### src/rtl/pwm_duty_sequencer.sv
// pwm_duty_sequencer
// Breathing-ramp duty source for the LED PWM stage. Duty walks a triangle
// (UP, HOLD_HI, DOWN, HOLD_LO) between DUTY_MIN and DUTY_MAX. It only moves on
// frame_start, which the PWM stage raises at its counter wrap, so the
// comparator never sees a duty change partway through a PWM period.
module pwm_duty_sequencer #(
  parameter int DUTY_MIN        = 0,
  parameter int DUTY_MAX        = 100,
  parameter int STEP            = 1,
  parameter int FRAMES_PER_STEP = 4,
  parameter int HOLD_FRAMES     = 16
) (
  input  logic       clk,
  input  logic       rst,
  input  logic       enable,
  input  logic       frame_start,
  output logic [7:0] duty,
  output logic       duty_update,
  output logic       ramp_up
);

  // The frame counter must hold values up to max(FRAMES_PER_STEP, HOLD_FRAMES) - 1.
  localparam int CNT_MAX = (FRAMES_PER_STEP > HOLD_FRAMES) ? FRAMES_PER_STEP : HOLD_FRAMES;
  localparam int CNT_W   = (CNT_MAX < 2) ? 1 : $clog2(CNT_MAX);

  localparam logic [7:0]       DUTY_MIN_V = 8'(DUTY_MIN);
  localparam logic [7:0]       DUTY_MAX_V = 8'(DUTY_MAX);
  localparam logic [8:0]       STEP_V     = 9'(STEP);
  localparam logic [CNT_W-1:0] STEP_LAST  = CNT_W'(FRAMES_PER_STEP - 1);
  localparam logic [CNT_W-1:0] HOLD_LAST  = CNT_W'(HOLD_FRAMES - 1);
  localparam bit               NO_HOLD    = (HOLD_FRAMES == 0);

  // Reject illegal parameter sets during elaboration.
  if (!(DUTY_MIN >= 0 && DUTY_MIN < DUTY_MAX && DUTY_MAX <= 255)) begin : g_bad_range
    $error("pwm_duty_sequencer: need 0 <= DUTY_MIN < DUTY_MAX <= 255");
  end
  if (STEP < 1 || STEP > 255) begin : g_bad_step
    $error("pwm_duty_sequencer: STEP must be in 1..255");
  end
  if (FRAMES_PER_STEP < 1) begin : g_bad_fps
    $error("pwm_duty_sequencer: FRAMES_PER_STEP must be >= 1");
  end
  if (HOLD_FRAMES < 0) begin : g_bad_hold
    $error("pwm_duty_sequencer: HOLD_FRAMES must be >= 0");
  end

  typedef enum logic [2:0] {
    IDLE    = 3'd0,
    UP      = 3'd1,
    HOLD_HI = 3'd2,
    DOWN    = 3'd3,
    HOLD_LO = 3'd4
  } state_e;

  state_e           state_q, state_d;
  logic [CNT_W-1:0] frame_cnt_q, frame_cnt_d;
  logic [7:0]       duty_q, duty_d;
  logic             duty_update_q, duty_update_d;
  logic             ramp_up_q, ramp_up_d;

  // Candidate duty values one step up and one step down, computed at 9 bits
  // and clamped so that no legal STEP/DUTY_MAX combination can wrap.
  logic [8:0] sum_up;
  logic [8:0] floor_plus_step;
  logic [7:0] duty_stepped_up;
  logic [7:0] duty_stepped_dn;

  // Clamped step arithmetic shared by the UP and DOWN states.
  always_comb begin
    sum_up          = {1'b0, duty_q} + STEP_V;
    floor_plus_step = {1'b0, DUTY_MIN_V} + STEP_V;
    duty_stepped_up = (sum_up >= {1'b0, DUTY_MAX_V}) ? DUTY_MAX_V : sum_up[7:0];
    duty_stepped_dn = ({1'b0, duty_q} < floor_plus_step) ? DUTY_MIN_V
                                                         : (duty_q - STEP_V[7:0]);
  end

  // State register plus the registered duty, ramp_up and update pulse.
  always_ff @(posedge clk) begin
    // NOTE: non-blocking assignments keep every flop sampling the pre-edge
    // values, so the order of these statements does not matter.
    if (rst) begin
      state_q       <= IDLE;
      frame_cnt_q   <= '0;
      duty_q        <= DUTY_MIN_V;
      duty_update_q <= 1'b0;
      ramp_up_q     <= 1'b0;
    end else begin
      state_q       <= state_d;
      frame_cnt_q   <= frame_cnt_d;
      duty_q        <= duty_d;
      duty_update_q <= duty_update_d;
      ramp_up_q     <= ramp_up_d;
    end
  end

  // Next-state logic: everything advances only on a frame_start cycle.
  always_comb begin
    // NOTE: every signal gets a hold default first so no path leaves one
    // unassigned, which would otherwise infer a latch.
    state_d     = state_q;
    frame_cnt_d = frame_cnt_q;
    duty_d      = duty_q;

    if (frame_start) begin
      if (state_q == IDLE) begin
        if (enable) begin
          state_d     = UP;
          frame_cnt_d = '0;
        end
      end else if (!enable) begin
        state_d     = IDLE;
        frame_cnt_d = '0;
        duty_d      = DUTY_MIN_V;
      end else begin
        unique case (state_q)
          UP: begin
            if (frame_cnt_q == STEP_LAST) begin
              frame_cnt_d = '0;
              duty_d      = duty_stepped_up;
              if (duty_stepped_up == DUTY_MAX_V) begin
                state_d = NO_HOLD ? DOWN : HOLD_HI;
              end
            end else begin
              frame_cnt_d = frame_cnt_q + 1'b1;
            end
          end
          HOLD_HI: begin
            if (frame_cnt_q == HOLD_LAST) begin
              state_d     = DOWN;
              frame_cnt_d = '0;
            end else begin
              frame_cnt_d = frame_cnt_q + 1'b1;
            end
          end
          DOWN: begin
            if (frame_cnt_q == STEP_LAST) begin
              frame_cnt_d = '0;
              duty_d      = duty_stepped_dn;
              if (duty_stepped_dn == DUTY_MIN_V) begin
                state_d = NO_HOLD ? UP : HOLD_LO;
              end
            end else begin
              frame_cnt_d = frame_cnt_q + 1'b1;
            end
          end
          HOLD_LO: begin
            if (frame_cnt_q == HOLD_LAST) begin
              state_d     = UP;
              frame_cnt_d = '0;
            end else begin
              frame_cnt_d = frame_cnt_q + 1'b1;
            end
          end
          default: begin
            state_d     = IDLE;
            frame_cnt_d = '0;
            duty_d      = DUTY_MIN_V;
          end
        endcase
      end
    end
  end

  // Output logic: registered versions follow the next state and duty.
  always_comb begin
    ramp_up_d     = (state_d == UP) || (state_d == HOLD_HI);
    duty_update_d = (duty_d != duty_q);
  end

  assign duty        = duty_q;
  assign duty_update = duty_update_q;
  assign ramp_up     = ramp_up_q;

endmodule

### config.mk
export PLATFORM = sky130hd
export DESIGN_NAME = pwm_duty_sequencer
export DESIGN_NICKNAME = d
export VERILOG_FILES = /design/src/rtl/pwm_duty_sequencer.sv
export SDC_FILE = /design/constraint.sdc
export NUM_CORES = 1
export LEC_CHECK = 0
export BUFFER_PORTS_ARGS = -buffer_cell sky130_fd_sc_hd__buf_2
export CAP_MARGIN = 20
export CORE_ASPECT_RATIO = 0.8
export CORE_MARGIN = 4
export CORE_UTILIZATION = 25
export DETAILED_ROUTE_END_ITERATION = 8
export SLEW_MARGIN = 20
export SYNTH_ARGS = -nofsm -noshare
export SYNTH_HDL_FRONTEND = slang
export SYNTH_SLANG_ARGS = --single-unit
export TNS_END_PERCENT = 10
### constraint.sdc
create_clock -name clk -period 3.3 [get_ports clk]
set_input_delay 0.165 -clock clk [delete_from_list [all_inputs] [get_ports clk]]
set_output_delay 0.165 -clock clk [all_outputs]
set_load 0.02 [all_outputs]
# [After elaboration in Yosys (flattened, before gate mapping)]
# Index checks and enable logic that the tools add are counted.
[word_totals] word_cells=52 ff_bits=17 input_bits=4
[classes] addsub=3 n_mux=25 n_lt_le_gt_ge=2 reduce_logical=6 n_eq_ne=11
[ops] cell="2-to-1 mux 8 bit" count=7
[ops] cell="2-to-1 mux 3 bit" count=10
[ops] cell="case mux 8 bit (3 select lines)" count=1
[ops] cell="2-to-1 mux 4 bit" count=5
[ops] cell="case mux 3 bit (4 select lines)" count=1
[ops] cell="adder 8 x 1 -> 9 bit (second input constant)" count=1
[ops] cell="== test 3 x 2 -> 1 bit (second input constant)" count=3
[ops] cell=">= comparator 9 x 7 -> 1 bit (second input constant)" count=1
[ops] cell="== test 8 x 7 -> 1 bit (second input constant)" count=1
[ops] cell="zero test 8 bit" count=1
[ops] cell="< comparator 8 x 1 -> 1 bit (second input constant)" count=1
[ops] cell="!= test 8 bit" count=1
[ops] cell="case mux 4 bit (2 select lines)" count=1
[ops] cell="subtractor 8 x 1 -> 8 bit (second input constant)" count=1
[ops] cell="== test 3 x 1 -> 1 bit (second input constant)" count=2
[ops] cell="adder 4 x 1 -> 4 bit (second input constant)" count=1
[ops] cell="== test 4 x 2 -> 1 bit (second input constant)" count=1
[ops] cell="== test 4 bit (second input constant)" count=1
[ops] cell="OR reduction 2 bit" count=2
[ops] cell="== test 3 bit (second input constant)" count=1
[ops] cell="zero test 3 bit" count=1
[ops] cell="!= test 2 bit (second input constant)" count=1
[ops] cell="AND reduction 2 bit" count=1
[ops] cell="logical OR 1 bit" count=1

# [Longest topological paths before layout]
[logic_depth] depth_word=12 mapped_depth=12

# [Worst setup path after synthesis]
# OpenSTA, ideal clock, no wires.
[synth_path] path_type="reg-to-reg" start="reg duty_q[0], in the netlist duty[0]" end="reg duty_update_q, in the netlist duty_update" t_arrival_ns=2.820 period_less_slack_ns=2.953 t_required_ns=3.167 slack_ns=0.347 stages_incl_launch_ff=13 path_cell_list="dfxtp_1 > clkbuf_1 > inv_1 > ha_1 > nor3b_1 > and3_1 > clkbuf_1 > or4_4 > o211ai_2 > o21ai_2 > a2111oi_4 > a21o_1 > a31oi_1"
[synth_between] elab_chain_cells=9
[synth_lines] item="start, declared" line_no="57" text="logic [7:0] duty_q, duty_d;"
[synth_lines] item="start signal, assigned" line_no="90" text="duty_q <= duty_d;"
[synth_lines] item="adder 8 x 1 -> 9 bit" line_no="70" text="sum_up = {1'b0, duty_q} + STEP_V;"
[synth_lines] item=">= comparator 9 x 7 -> 1 bit" line_no="72" text="duty_stepped_up = (sum_up >= {1'b0, DUTY_MAX_V}) ? DUTY_MAX_V : sum_up[7:0];"
[synth_lines] item="2-to-1 mux 8 bit" line_no="72"
[synth_lines] item="2-to-1 mux 8 bit" line_no="117" text="if (frame_cnt_q == STEP_LAST) begin"
[synth_lines] item="case mux 8 bit (3 select lines)" line_no="115" text="unique case (state_q)"
[synth_lines] item="2-to-1 mux 8 bit" line_no="110" text="end else if (!enable) begin"
[synth_lines] item="2-to-1 mux 8 bit" line_no="105" text="if (state_q == IDLE) begin"
[synth_lines] item="2-to-1 mux 8 bit" line_no="104" text="if (frame_start) begin"
[synth_lines] item="!= test 8 bit *" line_no="167" text="duty_update_d = (duty_d != duty_q);"
[synth_lines] item="end signal, assigned" line_no="91" text="duty_update_q <= duty_update_d;"
[synth_lines] item="end, declared" line_no="58" text="logic duty_update_q, duty_update_d;"
# Mark *: on every way between the ends. The rest lies on a longest branch, timed or not.
# A chain may end at the register's enable or synchronous reset.

# [Final worst setup path]
[layout_path] start="reg duty_q[1], in the netlist duty[1]" end="reg duty_update_q, in the netlist duty_update"
# The elaborated chain is that of the path after synthesis.

==> flow_summary.toml <==
[floorplan]
fp.dieArea_um2 = 9130
num_rows = 28
die_width_um = 105.8
initial_core_util_pct = 25.77
io-pin-count = 14
coreArea_um2 = 7427
die-height_um = 86.27

[cts]
tritoncts = "yes"
cts_made_buffers = 3
clockBufferDepth = 2
cts_sinks = 17
cts-hold-fix-buffers = 0
clkTransAtPathRegs_ps = 80
cts-root-buf = "sky130_fd_sc_hd__clkbuf_8"
post-cts-setup-buffers = 0
ctsResizeCount = 0
clk_latency_ps = 260
cts_htree_levels = 1

[drt]
drt-total-wl_um = 6360
drc = 0
ant_nets = 0
first_pass_iters = 5
routed-via-count = 2192
route.detailed.vias_per_inst = 5.694
routedWlPerCell_um = 16.52
drtIter0Drc = 282

[timing]
setup_viol = 0
timing_max_transition_violations_final = 0
finalHoldViolCount = 0
final.setup_skew_ps = 1.696
layout_min_cycle_time_ps = 2947
final.hold.worst_slack_ps = 264.1
period_share_pct = 89.30
setup_tns_ps = 0
worst-slew-pin-transition_ps = 632.0
worst_case_headroom_to_the_max_slew_limit_pct = 56.78
grt_setup_unrepaired = "no"
achievable-frequency_ghz = 0.3393

[hold_path]
worst_hold_path_type = "in -> reg"

[synth]
synth_top_cell_by_area = "sky130_fd_sc_hd__dfxtp_1"
synthesis.area_per_instance_um2 = 6.861
post_synth_and_or_nand_nor_area_fraction_pct = 36.60
netlist_instances = 279
yosysSeqAreaShare_pct = 17.78
synth_top_family_by_area = "simple AND/OR/NAND/NOR gates"
synth_largest_type_area_fraction_pct = 17.78
complex_gate_fraction_of_the_synthesized_area_pct = 32.09
ys_types = 69
ys.flop_type = "sky130_fd_sc_hd__dfxtp_1"
synth_enable_flop_cells = 0
synth_area_um2 = 1914
ys_async_sr_fraction_pct = 0
synthesis.nets = 286
synth_seq_cells = 17
synth_fa_ha_area_share_pct = 1.961
ys_warn_count = 0
synth_xor_area_share_pct = 4.118
ys_top_cells_by_area = "sky130_fd_sc_hd__dfxtp_1 18%, sky130_fd_sc_hd__nor2_1 6.5%, sky130_fd_sc_hd__o21ai_0 5.8%"
synthMuxAreaShare_pct = 0.5229

[global_route]
globalRouteTotalUtil_pct = 14.35
first_pass_grt_wire_length_um = 10680
first_global_vias = 2035
antenna_violations_before_repair = 0
grt_start_max_net_pins = 21
globalRouteOverflowTotal = 0

[worst_setup_path]
worst-endpoint-arrival_ps = 3140
cp_max_fo = 14
timing.critical_path.from_type = "register"
timing_worst_setup_path_type = "reg -> reg"
cp_data_required_time_ps = 3500
timing.critical_path.to_type = "register"

[final_layout]
insertedDiodeCount = 0
final_cell_mix = "33 x sky130_fd_sc_hd__nor2_1, 26 x sky130_fd_sc_hd__nand2_1, 22 x sky130_fd_sc_hd__o21ai_0"
ff_latch_area_um2 = 340.3
layout.cells.most_common = "sky130_fd_sc_hd__nor2_1"
multi_input_comb_area_um2 = 1441
layout-drive-gt1-share_pct = 15.36
final_net_count = 288
fillCellCount = 841
area_growth_pct = 10.98

[placed_design]
buffer_ports.inserted = 13
gpl.final_weighted_congestion = 0.9494
hpwl_um = 4728

[outcome]
run_status = "finished, final reports clean"

[power]
ir_worst_vdd_mv = 0.1129
power_density_nw_per_um2 = 203.4
total_leakage_power_nw = 0.7019

[job]
max_cap_violations = 0
==> power by group <==
part,internal [mW],switching (mW)
registers,0.208,0.00554
logic,0.0152,0.0312
clock network,0.0862,0.0861
==> synthesized netlist by cell type (all sizes together) (2+ instances only) <==
| cell | number |
|---|---|
| nor2 | 33 |
| nand2 | 26 |
| o21ai | 26 |
| clkbuf | 21 |
| a21oi | 19 |
| dfxtp | 17 |
| nand3 | 11 |
| nand2b | 7 |
| nor4 | 7 |
| a31oi | 6 |
| buf | 6 |
| nand4 | 6 |
| nor2b | 6 |
| o211ai | 6 |
| inv | 5 |
| xor2 | 5 |
| nor3 | 4 |
| or4 | 4 |
| xnor2 | 4 |
| a2111oi | 3 |
| a211oi | 3 |
| a31o | 3 |
| and3 | 3 |
| ha | 3 |
| o31ai | 3 |
| or3 | 3 |
| or3b | 3 |
| a41oi | 2 |
| and2 | 2 |
| and4 | 2 |
| nand3b | 2 |
| nor3b | 2 |
| o211a | 2 |
| o21bai | 2 |
| o221ai | 2 |
| o22ai | 2 |
==> state kept, by name (all words and copies together), names as in the netlist <==
name	cells
duty	8
duty_update	1
frame_cnt_q	4
state_q	3
ramp_up	1
==> critical path: stages (launching register included) <==
cell                      delay, ps
sky130_fd_sc_hd__dfxtp_1        470
sky130_fd_sc_hd__inv_1          130
sky130_fd_sc_hd__ha_1           280
sky130_fd_sc_hd__nor3b_1        590
sky130_fd_sc_hd__a211o_1        240
sky130_fd_sc_hd__o21ai_1        130
sky130_fd_sc_hd__a32oi_1        430
sky130_fd_sc_hd__nand3_1        130
sky130_fd_sc_hd__o21a_1         140
sky130_fd_sc_hd__a21o_1         180
sky130_fd_sc_hd__a31oi_1        140
==> metal layers <==
layer  wire [um]  global-route usage (%)
met5           0                       0
met4          71                   4.235
met3         730                   3.127
met2        2621                   20.60
met1        2937                   21.32
==> area by class of cell <==
class,instances,share of cell area [%]
tap,105,6.184
clock buffer,4,2.120
sequential,17,16.02
inverter,5,0.8834
timing repair buffer,24,6.949
multi-input combinational,230,67.84
==> path summary, 6_finish.rpt <==
path / endpoint / cells after the start / from / slack [ps]
worst max-delay path: duty_update / 10 / duty[1] / 350
worst min-delay path: frame_cnt_q[2] / 3 / enable / 260
worst max register to register: duty_update / 10 / duty[1] / 350
worst min register to register: frame_cnt_q[1] / 2 / frame_cnt_q[1] / 550
==> kinds of logic (layout without fill, tap and decap cells) <==
family	Yosys count	after routing
AND/OR/NAND/NOR	127	127
AO/OA/AOI/OAI	90	90
buffers and inverters	32	33
flip-flops	17	17
XOR/XNOR	9	9
adder cells (fa/ha/maj)	3	3
multiplexers	1	1
==> through the flow <==
step / instances / cell area (um2) / utilization, % / total power [mW] / setup WS [ps]
after detailed placement: 381 / 2079 / 28.00 / 0.2637 / 438.9
after floorplan: 279 / 1914 / - / 0.2514 / 347.3
after CTS: 385 / 2125 / 28.61 / 0.4363 / 421.6
after global routing: 385 / 2125 / 28.61 / 0.4483 / 151.5
final: 385 / 2125 / 28.61 / 0.4322 / 353.1
after global placement: 381 / 2079 / 28.00 / 0.2637 / 472.3
No activity file was read; power rests on OpenSTA's default activity.
